**config.mk**
```make
export PLATFORM = sky130hd
export DESIGN_NAME = counter_ctrl
export DESIGN_NICKNAME = d
export VERILOG_FILES = /design/src/rtl/counter_ctrl.sv
export SDC_FILE = /design/constraint.sdc
export NUM_CORES = 1
export LEC_CHECK = 0
export BUFFER_PORTS_ARGS = -buffer_cell sky130_fd_sc_hd__buf_2
export CORE_MARGIN = 3
export CORE_UTILIZATION = 45
export CTS_CLUSTER_DIAMETER = 150
export DETAILED_ROUTE_END_ITERATION = 8
export GPL_TIMING_DRIVEN = 0
export HOLD_SLACK_MARGIN = 0.08
export PLACE_DENSITY = 0.72
export SLEW_MARGIN = 20
export SYNTH_ARGS = -nofsm -noshare
export SYNTH_HDL_FRONTEND = slang
export SYNTH_SLANG_ARGS = --single-unit
```
**constraint.sdc**
```tcl
create_clock -name clk -period 2 [get_ports clk]
set_input_delay 0.1 -clock clk [delete_from_list [all_inputs] [get_ports clk]]
set_output_delay 0.1 -clock clk [all_outputs]
set_load 0.02 [all_outputs]
```
**src/rtl/counter_ctrl.sv**
```systemverilog
// Command sequencer for the 8-bit loadable up-counter: load, count to end, repeat, pulse done.
// Optional one-entry pending-command register enabled by COUNTER_CTRL_CMD_QUEUE_EN.
module counter_ctrl #(
  parameter int unsigned WIDTH = 8,
  parameter int unsigned REP_W = 4
) (
  input  logic             clk,
  input  logic             reset,
  input  logic             cmd_valid,
  output logic             cmd_ready,
  input  logic [WIDTH-1:0] cmd_start,
  input  logic [WIDTH-1:0] cmd_end,
  input  logic [REP_W-1:0] cmd_reps,
  input  logic             abort,
  output logic [WIDTH-1:0] cnt_data,
  output logic             cnt_load,
  output logic             cnt_enable,
  input  logic [WIDTH-1:0] cnt_q,
  output logic             busy,
  output logic             done,
  output logic [REP_W-1:0] reps_left
);

  typedef enum logic [1:0] {IDLE, LOAD, COUNT, DONE} state_t;

  state_t           state;
  logic [WIDTH-1:0] start_r;
  logic [WIDTH-1:0] end_r;
  logic             accept;
  logic             at_end;

`ifdef COUNTER_CTRL_CMD_QUEUE_EN
  logic             pend_valid;
  logic [WIDTH-1:0] pend_start;
  logic [WIDTH-1:0] pend_end;
  logic [REP_W-1:0] pend_reps;

  assign cmd_ready = ~reset & ~pend_valid;
`else
  assign cmd_ready = ~reset & (state == IDLE);
`endif

  assign accept     = cmd_valid & cmd_ready;
  assign at_end     = (cnt_q == end_r);
  assign cnt_data   = start_r;
  assign cnt_load   = (state == LOAD) & ~abort;
  assign cnt_enable = (state == COUNT) & ~at_end & ~abort;
  assign busy       = (state != IDLE);
  assign done       = (state == DONE);

  // Sequencer state and the active command registers
  always_ff @(posedge clk or posedge reset) begin
    if (reset) begin
      state     <= IDLE;
      start_r   <= '0;
      end_r     <= '0;
      reps_left <= '0;
`ifdef COUNTER_CTRL_CMD_QUEUE_EN
      pend_valid <= 1'b0;
      pend_start <= '0;
      pend_end   <= '0;
      pend_reps  <= '0;
`endif
    end else begin
      case (state)
        IDLE: begin
`ifdef COUNTER_CTRL_CMD_QUEUE_EN
          if (pend_valid) begin
            start_r    <= pend_start;
            end_r      <= pend_end;
            reps_left  <= pend_reps;
            pend_valid <= 1'b0;
            state      <= LOAD;
          end else if (accept) begin
            start_r   <= cmd_start;
            end_r     <= cmd_end;
            reps_left <= cmd_reps;
            state     <= LOAD;
          end
`else
          if (accept) begin
            start_r   <= cmd_start;
            end_r     <= cmd_end;
            reps_left <= cmd_reps;
            state     <= LOAD;
          end
`endif
        end
        LOAD: begin
          if (abort) begin
            reps_left <= '0;
            state     <= IDLE;
          end else begin
            state <= COUNT;
          end
        end
        COUNT: begin
          if (abort) begin
            reps_left <= '0;
            state     <= IDLE;
          end else if (at_end) begin
            if (reps_left == '0) begin
              state <= DONE;
            end else begin
              reps_left <= reps_left - REP_W'(1);
              state     <= LOAD;
            end
          end
        end
        DONE: begin
          reps_left <= '0;
`ifdef COUNTER_CTRL_CMD_QUEUE_EN
          // A waiting command chains straight into LOAD without an IDLE cycle
          if (!abort && pend_valid) begin
            start_r    <= pend_start;
            end_r      <= pend_end;
            reps_left  <= pend_reps;
            pend_valid <= 1'b0;
            state      <= LOAD;
          end else begin
            state <= IDLE;
          end
`else
          state <= IDLE;
`endif
        end
        default: state <= IDLE;
      endcase

`ifdef COUNTER_CTRL_CMD_QUEUE_EN
      // Commands arriving while busy park in the pending slot; abort drops it
      if (state != IDLE) begin
        if (accept) begin
          pend_valid <= 1'b1;
          pend_start <= cmd_start;
          pend_end   <= cmd_end;
          pend_reps  <= cmd_reps;
        end else if (abort) begin
          pend_valid <= 1'b0;
        end
      end
`endif
    end
  end

endmodule

```
==> metrics.cfg, run 1 <==
[clock_network]
cts_made_buffers = 3
clk_pin_slew_ps = 120
cts_tree = done
htree_levels = 1
ctsRootBufferMaster = clkbuf_4
clock_sinks = 22
cts_buffer_depth = 2
insertion_delay_ps = 300
ctsResizeCount = 0

[finish]
nFillCells = 175
drive_above_1_share_pct = 48.4
final_util_pct = 70.6
fin_nets = 195
antenna_cells = 0
syn2layout_area_growth_pct = 43.5

[critical_path]
crit_path_start_kind = register
worst-r2r-setup-slack_ps = 110
cp_top_family = compound AO/OA/AOI/OAI gates
end_kind = register
cp_cell_sequence = inv_1 -> ha_1 -> and4bb_4 -> a221oi_4 -> o21a_4 -> mux2_4
worst_path_max_delay_cell = dfrtp_1
path_max_fanout = 6
path_class = register to register
required_ps = 2200
cp_slowest_stage_delay_ps = 420
critPathBufInv = 1
worstPathArrival_ps = 2090

[floorplanning]
die_y_um = 56.1
core_area_um2 = 2300
die_w_um = 56.1
die-area_um2 = 3150
io_pins = 49
placementRows = 17
initial_core_util_pct = 49.2

[logic_synthesis]
synth_compound_area_share_pct = 10.3
synthTopCellsByArea = dfrtp_1 (49%), mux2_2 (15%), xnor2_1 (7.0%)
yosysTopAreaCellShare_pct = 48.7
syn_inst = 91
syn_nets = 124
synth_largest_area_cell = dfrtp_1
syn_area_um2 = 1130
yosysSeqAreaShare_pct = 48.7
ys_types = 28
yosysWarnings = 0
syn_area_per_cell_um2 = 12.4
synthMuxAreaShare_pct = 17.3
synth-simple-area-share_pct = 13.1
synthXorXnorAreaFrac_pct = 6.97
ys_seq_elements = 22
synth_adder_area_share_pct = 1.11
synth_top_family_by_area = multiplexers

[run]
maxCapViolCount = 0

[global_route]
grt_usage_pct = 17.5
grt_max_degree = 23
grt_overflow = 0
grt_pass1_wl_um = 4410
grt_pass1_vias = 1023
antenna_found_initial = 0

[pwr]
leakage_nw = 0.762
vdd_drop_max_v = 0.000611
power.density_nw_per_um2 = 887

[sta]
worst_pin_slew_ps = 818
fin_crit_ps = 1890
maxSlewHeadroom_pct = 45.4
skew_ps = 1.07
finalHoldViolations = 0
final_max_slew_viol_count = 0
rsz0062_at_grt = no
fin_setup_tns_ps = 0
fmax_mhz = 529
setup_violations = 0
fin_crit_sh_pct = 94.5

[placement]
dpl.hpwl_um = 1890
gp_congestion = 0.731
io_buffers = 48

[hold_path]
worstHoldPathType = input pin to register

[drt]
wl_per_cell_um = 13.3
drtAntennaViolNets = 0
drc = 0
drt_wl_total_um = 2510
via_per_inst = 4.98
drtIter0Drc = 9
dr_total_vias = 942
drtPass1Iterations = 3

[status]
status = finished, final reports clean

-- metrics by stage --
stage / instances / area, um2 / worst slack (ps) / hold WS (ps) / power [mW]
2_1_floorplan: 91 / 1130 / 109 / 89.2 / 1.02
6_report: 189 / 1620 / 109 / 105 / 1.44
3_3_place_gp: 167 / 1410 / 152 / 304 / 1.16
4_1_cts: 189 / 1620 / 111 / 96.6 / 1.46
3_5_place_dp: 167 / 1410 / 131 / 311 / 1.19
5_1_grt: 189 / 1620 / 38.9 / 113 / 1.54
-- logic make-up (layout without fill, tap and decap cells) --
logic type | count (synthesis) | in the layout
XOR/XNOR | 9 | 9
AND/OR/NAND/NOR | 24 | 24
AO/OA/AOI/OAI | 12 | 12
adder cells (fa/ha/maj) | 1 | 1
multiplexers | 17 | 17
flip-flops | 22 | 22
buffers and inverters | 6 | 76
-- report_power, final --
part	internal [mW]	switching (mW)	leakage, nW
registers	0.556	0.0889	0.263
logic	0.281	0.274	0.479
clock network	0.111	0.129	0.0210
total	0.947	0.492	0.762
-- registers in the layout, indices dropped and copies added, names as in the netlist --
signal     count
cnt_data       8
end_r          8
state          2
reps_left      4
-- cells in the mapped netlist (all sizes together) --
cell type  count
and4bb         1
a21oi          2
nand2          7
nand4          3
nor3           2
xnor2          9
nor2           6
o21ai          1
nand2b         1
dfrtp         22
o22ai          1
and2           1
a211oi         3
buf            1
nand3          1
o21a           1
inv            5
nor3b          1
o221ai         1
mux2          17
o22a           2
a221oi         1
ha             1
or2            1
-- worst paths after layout --
path | end | depth (start not counted) | startpoint
worst max-delay path | reps_left[3] | 6 | reps_left[0]
worst min-delay path | reps_left[0] | 4 | cmd_reps[0]
worst max register to register | reps_left[3] | 6 | reps_left[0]
worst min register to register | cnt_data[7] | 1 | cnt_data[7]
max in group asynchronous | reps_left[1] | 3 | reset
min in group asynchronous | state[1] | 3 | reset
-- layout make-up --
| cell class | count | area [um2] | share of cell area [%] |
|---|---|---|---|
| well taps | 28 | 35.0 | 2.16 |
| multi-input cells | 63 | 551 | 33.9 |
| repair buffers | 66 | 420 | 25.9 |
| flip-flops and latches | 22 | 551 | 33.9 |
| plain buffers | 1 | 11.3 | 0.694 |
| inverters | 5 | 18.8 | 1.16 |
| clock buffers | 4 | 36.3 | 2.24 |
-- worst min-delay path: stages --
cell and delay [ps]:
buf_2 80, nand2_1 40, nand2_1 50, o22a_1 110
-- placed cells by master, fill, tap and decap left out, drive strengths merged --
cell type / synthesis / routed
a211oi: 3 / 3
a21oi: 2 / 2
a221oi: 1 / 1
and2: 1 / 1
and4bb: 1 / 1
buf: 1 / 49
clkbuf: 0 / 4
dfrtp: 22 / 22
dlygate4sd3: 0 / 18
ha: 1 / 1
inv: 5 / 5
mux2: 17 / 17
nand2: 7 / 7
nand2b: 1 / 1
nand3: 1 / 1
nand4: 3 / 3
nor2: 6 / 6
nor3: 2 / 2
nor3b: 1 / 1
o21a: 1 / 1
o21ai: 1 / 1
o221ai: 1 / 1
o22a: 2 / 2
o22ai: 1 / 1
or2: 1 / 1
xnor2: 9 / 9
-- repair_timing --
item,in CTS,in global routing
setup buffers,0,0
endpoints found under the hold margin,39,0
hold buffers,18,0
-- layer usage --
layer	track usage, %	share of wire (%)
met1	22.3	42
met2	28.7	51
met3	3.71	5.5
met4	7.12	2.2
met5	0	0
No activity file was read; power rests on OpenSTA's default activity.
==> run 2: changes to the inputs <==
- ABC_AREA: default -> 1
==> run 2 against run 1 <==
Register-to-register slack better by 390 ps. Maximum frequency up 11%. First-iteration DRC count rose to 4.3 times the previous value. Routed wire length up 15%. Worst hold slack better by 72 ps. Combinational power up 110%. Global-route usage up 1.2 points. Sequential power up 26%.
==> metrics.cfg, run 2 <==
[status]
status = finished, final reports clean

[placement]
place_area_um2 = 1450  ; +3.2%
dpl.cell_count = 205  ; +23%
io_buffers = 48  ; unchanged
dpl.hpwl_um = 2040  ; +7.9%
gp_congestion = 0.792  ; +8.4%
place_ws_ps = 550  ; +419 ps

[critical_path]
reg2reg_from = reps_left[0]
cp_top_family = simple AND/OR/NAND/NOR gates
path_max_fanout = 8  ; +2
path_class = register to output port
worst_path_max_delay_cell = dfrtp_1
cp_cell_sequence = nor3_2 -> nand2_1 -> inv_1 -> buf_2
cp_slowest_stage_delay_ps = 430  ; about the same
r2r_cells = 6  ; unchanged
end_kind = output port
worstPathArrival_ps = 1610  ; -480 ps
crit_path_start_kind = register
critPathBufInv = 2  ; +1
r2r-end = reps_left[0]
required_ps = 1900  ; -300 ps
crit_start = state[0]
worst-r2r-setup-slack_ps = 500  ; +390 ps

[finish]
syn2layout_area_growth_pct = 41.0
antenna_cells = 0  ; unchanged
final_cells = 226  ; +20%
nFillCells = 187  ; +6.9%
drive_above_1_share_pct = 36.9  ; -12 points
ff_latch_area_um2 = 551  ; unchanged
final_cell_mix = buf_2 (49), nand2_1 (37), dfrtp_1 (22)
final_common_cell = buf_2
fin_nets = 232  ; +19%
final_area_um2 = 1660  ; +2.2%
multiInputGateArea_um2 = 538  ; -2.3%

[pwr]
power.density_nw_per_um2 = 1340  ; +51%
total_power_mw = 2.23  ; +55%
leakage_nw = 0.935  ; +23%
vdd_drop_max_v = 0.000862  ; +41%

[global_route]
grt_max_degree = 23  ; unchanged
grt_pass1_wl_um = 4800  ; +8.9%
grt_usage_pct = 18.7  ; +1.2 points
grt_overflow = 0  ; unchanged
grt_pass1_vias = 1147  ; +12%
antenna_found_initial = 0  ; unchanged

[floorplanning]
initial_core_util_pct = 50.3  ; +1.0 points
die-area_um2 = 3260  ; +3.6%
io_pins = 49  ; unchanged
core_area_um2 = 2340  ; +1.9%
die_w_um = 57.1  ; +1.8%
placementRows = 17  ; unchanged
die_y_um = 57.1  ; +1.8%

[clock_network]
cts_tree = done
cts_buffer_depth = 2  ; unchanged
clock_sinks = 22  ; unchanged
cts_setup_buffers = 0  ; unchanged
insertion_delay_ps = 300  ; about the same
clk_pin_slew_ps = 120  ; about the same
htree_levels = 1  ; unchanged
cts_made_buffers = 3  ; unchanged
ctsRootBufferMaster = clkbuf_4

[drt]
drtAntennaViolNets = 0  ; unchanged
drtIter0Drc = 39  ; +30
wl_per_cell_um = 12.8  ; -3.5%
via_per_inst = 4.85  ; -2.6%
drt_wl_total_um = 2890  ; +15%
drtPass1Iterations = 6  ; +3
drc = 0  ; unchanged
dr_total_vias = 1097  ; +16%

[sta]
skew_ps = 0.865  ; -0.202 ps
worst_pin_slew_ps = 827  ; +8.78 ps
fin_crit_sh_pct = 85.4  ; -9.1 points
final_max_slew_viol_count = 0  ; unchanged
setup_violations = 0  ; unchanged
fin_crit_ps = 1710  ; -182 ps
maxSlewHeadroom_pct = 44.8  ; -0.59 points
fin_setup_tns_ps = 0  ; unchanged
fin_ws_ps = 291  ; +182 ps
finalHoldViolations = 0  ; unchanged
fmax_mhz = 585  ; +11%
rsz0062_at_grt = no

[logic_synthesis]
synth_adder_area_share_pct = 1.06  ; -0.042 points
synth_compound_area_share_pct = 6.17  ; -4.1 points
synthMuxAreaShare_pct = 13.7  ; -3.5 points
ys_seq_elements = 22  ; unchanged
syn_inst = 129  ; +42%
syn_area_um2 = 1180  ; +4.0%
yosysTopAreaCellShare_pct = 46.8  ; -1.9 points
synthFlopType = dfrtp_1
synth-simple-area-share_pct = 21.8  ; +8.8 points
synth_most_common_cell = nand2_1
yosysWarnings = 0  ; unchanged
synth_largest_area_cell = dfrtp_1
synthTopCellsByArea = dfrtp_1 (47%), mux2_4 (13%), nand2_1 (12%)
syn_nets = 162  ; +31%
synth_top_family_by_area = simple AND/OR/NAND/NOR gates
ys_types = 23  ; -18%
syn_area_per_cell_um2 = 9.12  ; -27%
async_flop_share_pct = 100  ; unchanged
synthXorXnorAreaFrac_pct = 2.98  ; -4.0 points
yosysSeqAreaShare_pct = 46.8  ; -1.9 points
synth_edf_count = 0  ; unchanged
yosys-top-cells-count = nand2_1 (37), dfrtp_1 (22), inv_1 (17)

[run]
maxCapViolCount = 0  ; unchanged

[hold_path]
min_from = cmd_reps[1]
whs_path_depth = 5  ; +1
min_to = reps_left[1]
worstHoldPathType = input pin to register

-- run 2: per-stage QoR --
| step | utilization (%) | hold slack (ps) |
|---|---|---|
| finish | 70.9 | 177 |
| global route | 70.9 | 191 |
| CTS | 70.9 | 169 |
| detailed placement | 62.0 | 335 |
| global placement | 62.0 | 325 |
| floorplan | - | 89.2 |
-- run 2: cell type report --
type	count	share of cell area [%]
buffer	2	0.981
clock buffer	4	2.19
inverter	19	4.30
multi-input combinational	86	32.5
sequential	22	33.2
tap	28	2.11
timing repair buffer	65	24.8
-- run 2: kinds of logic after synthesis --
group | count (synthesis)
and+or+nand+nor | 57
DFF | 22
buffers and inverters | 21
AOI/OAI and AO/OA | 13
muxes | 11
xor gates and xnor gates | 4
adders and majority gates | 1
-- run 2: worst max path at each step --
stage	endpoint	slack (ps)	cells past startpoint
2_1_floorplan	reps_left[2]	560	6
3_3_place_gp	reps_left[1]	620	6
3_5_place_dp	reps_left[0]	550	6
4_1_cts	cnt_enable	290	4
5_1_grt	cnt_enable	200	4
6_report	cnt_enable	290	4
-- run 2: timing repair --
item | 4_1_cts | 5_1_grt
endpoints found under the hold margin | 38 | 0
resized for setup | 0 | 0
hold buffers | 17 | 0
-- run 2: power by group --
part | internal [mW] | switching (mW) | total (mW)
sequential | 0.660 | 0.151 | 0.811
combinational | 0.511 | 0.664 | 1.18
clock | 0.111 | 0.129 | 0.240
-- run 2: worst reg2reg max path: stages, from the launching register on --
cell	delay, ps
dfrtp_1	400
inv_1	80
ha_1	240
a31oi_2	380
nand3_2	170
nand2_1	90
nand2_1	50
-- run 2: routing by layer --
layer | global-route usage (%) | vias up | wire length, um
met2 | 35.1 | 47 | 1460
met3 | 2.49 | 5 | 163
met1 | 22.3 | 501 | 1240
li1 | - | 544 | -
met5 | 0 | - | 0
met4 | 4.97 | 0 | 31
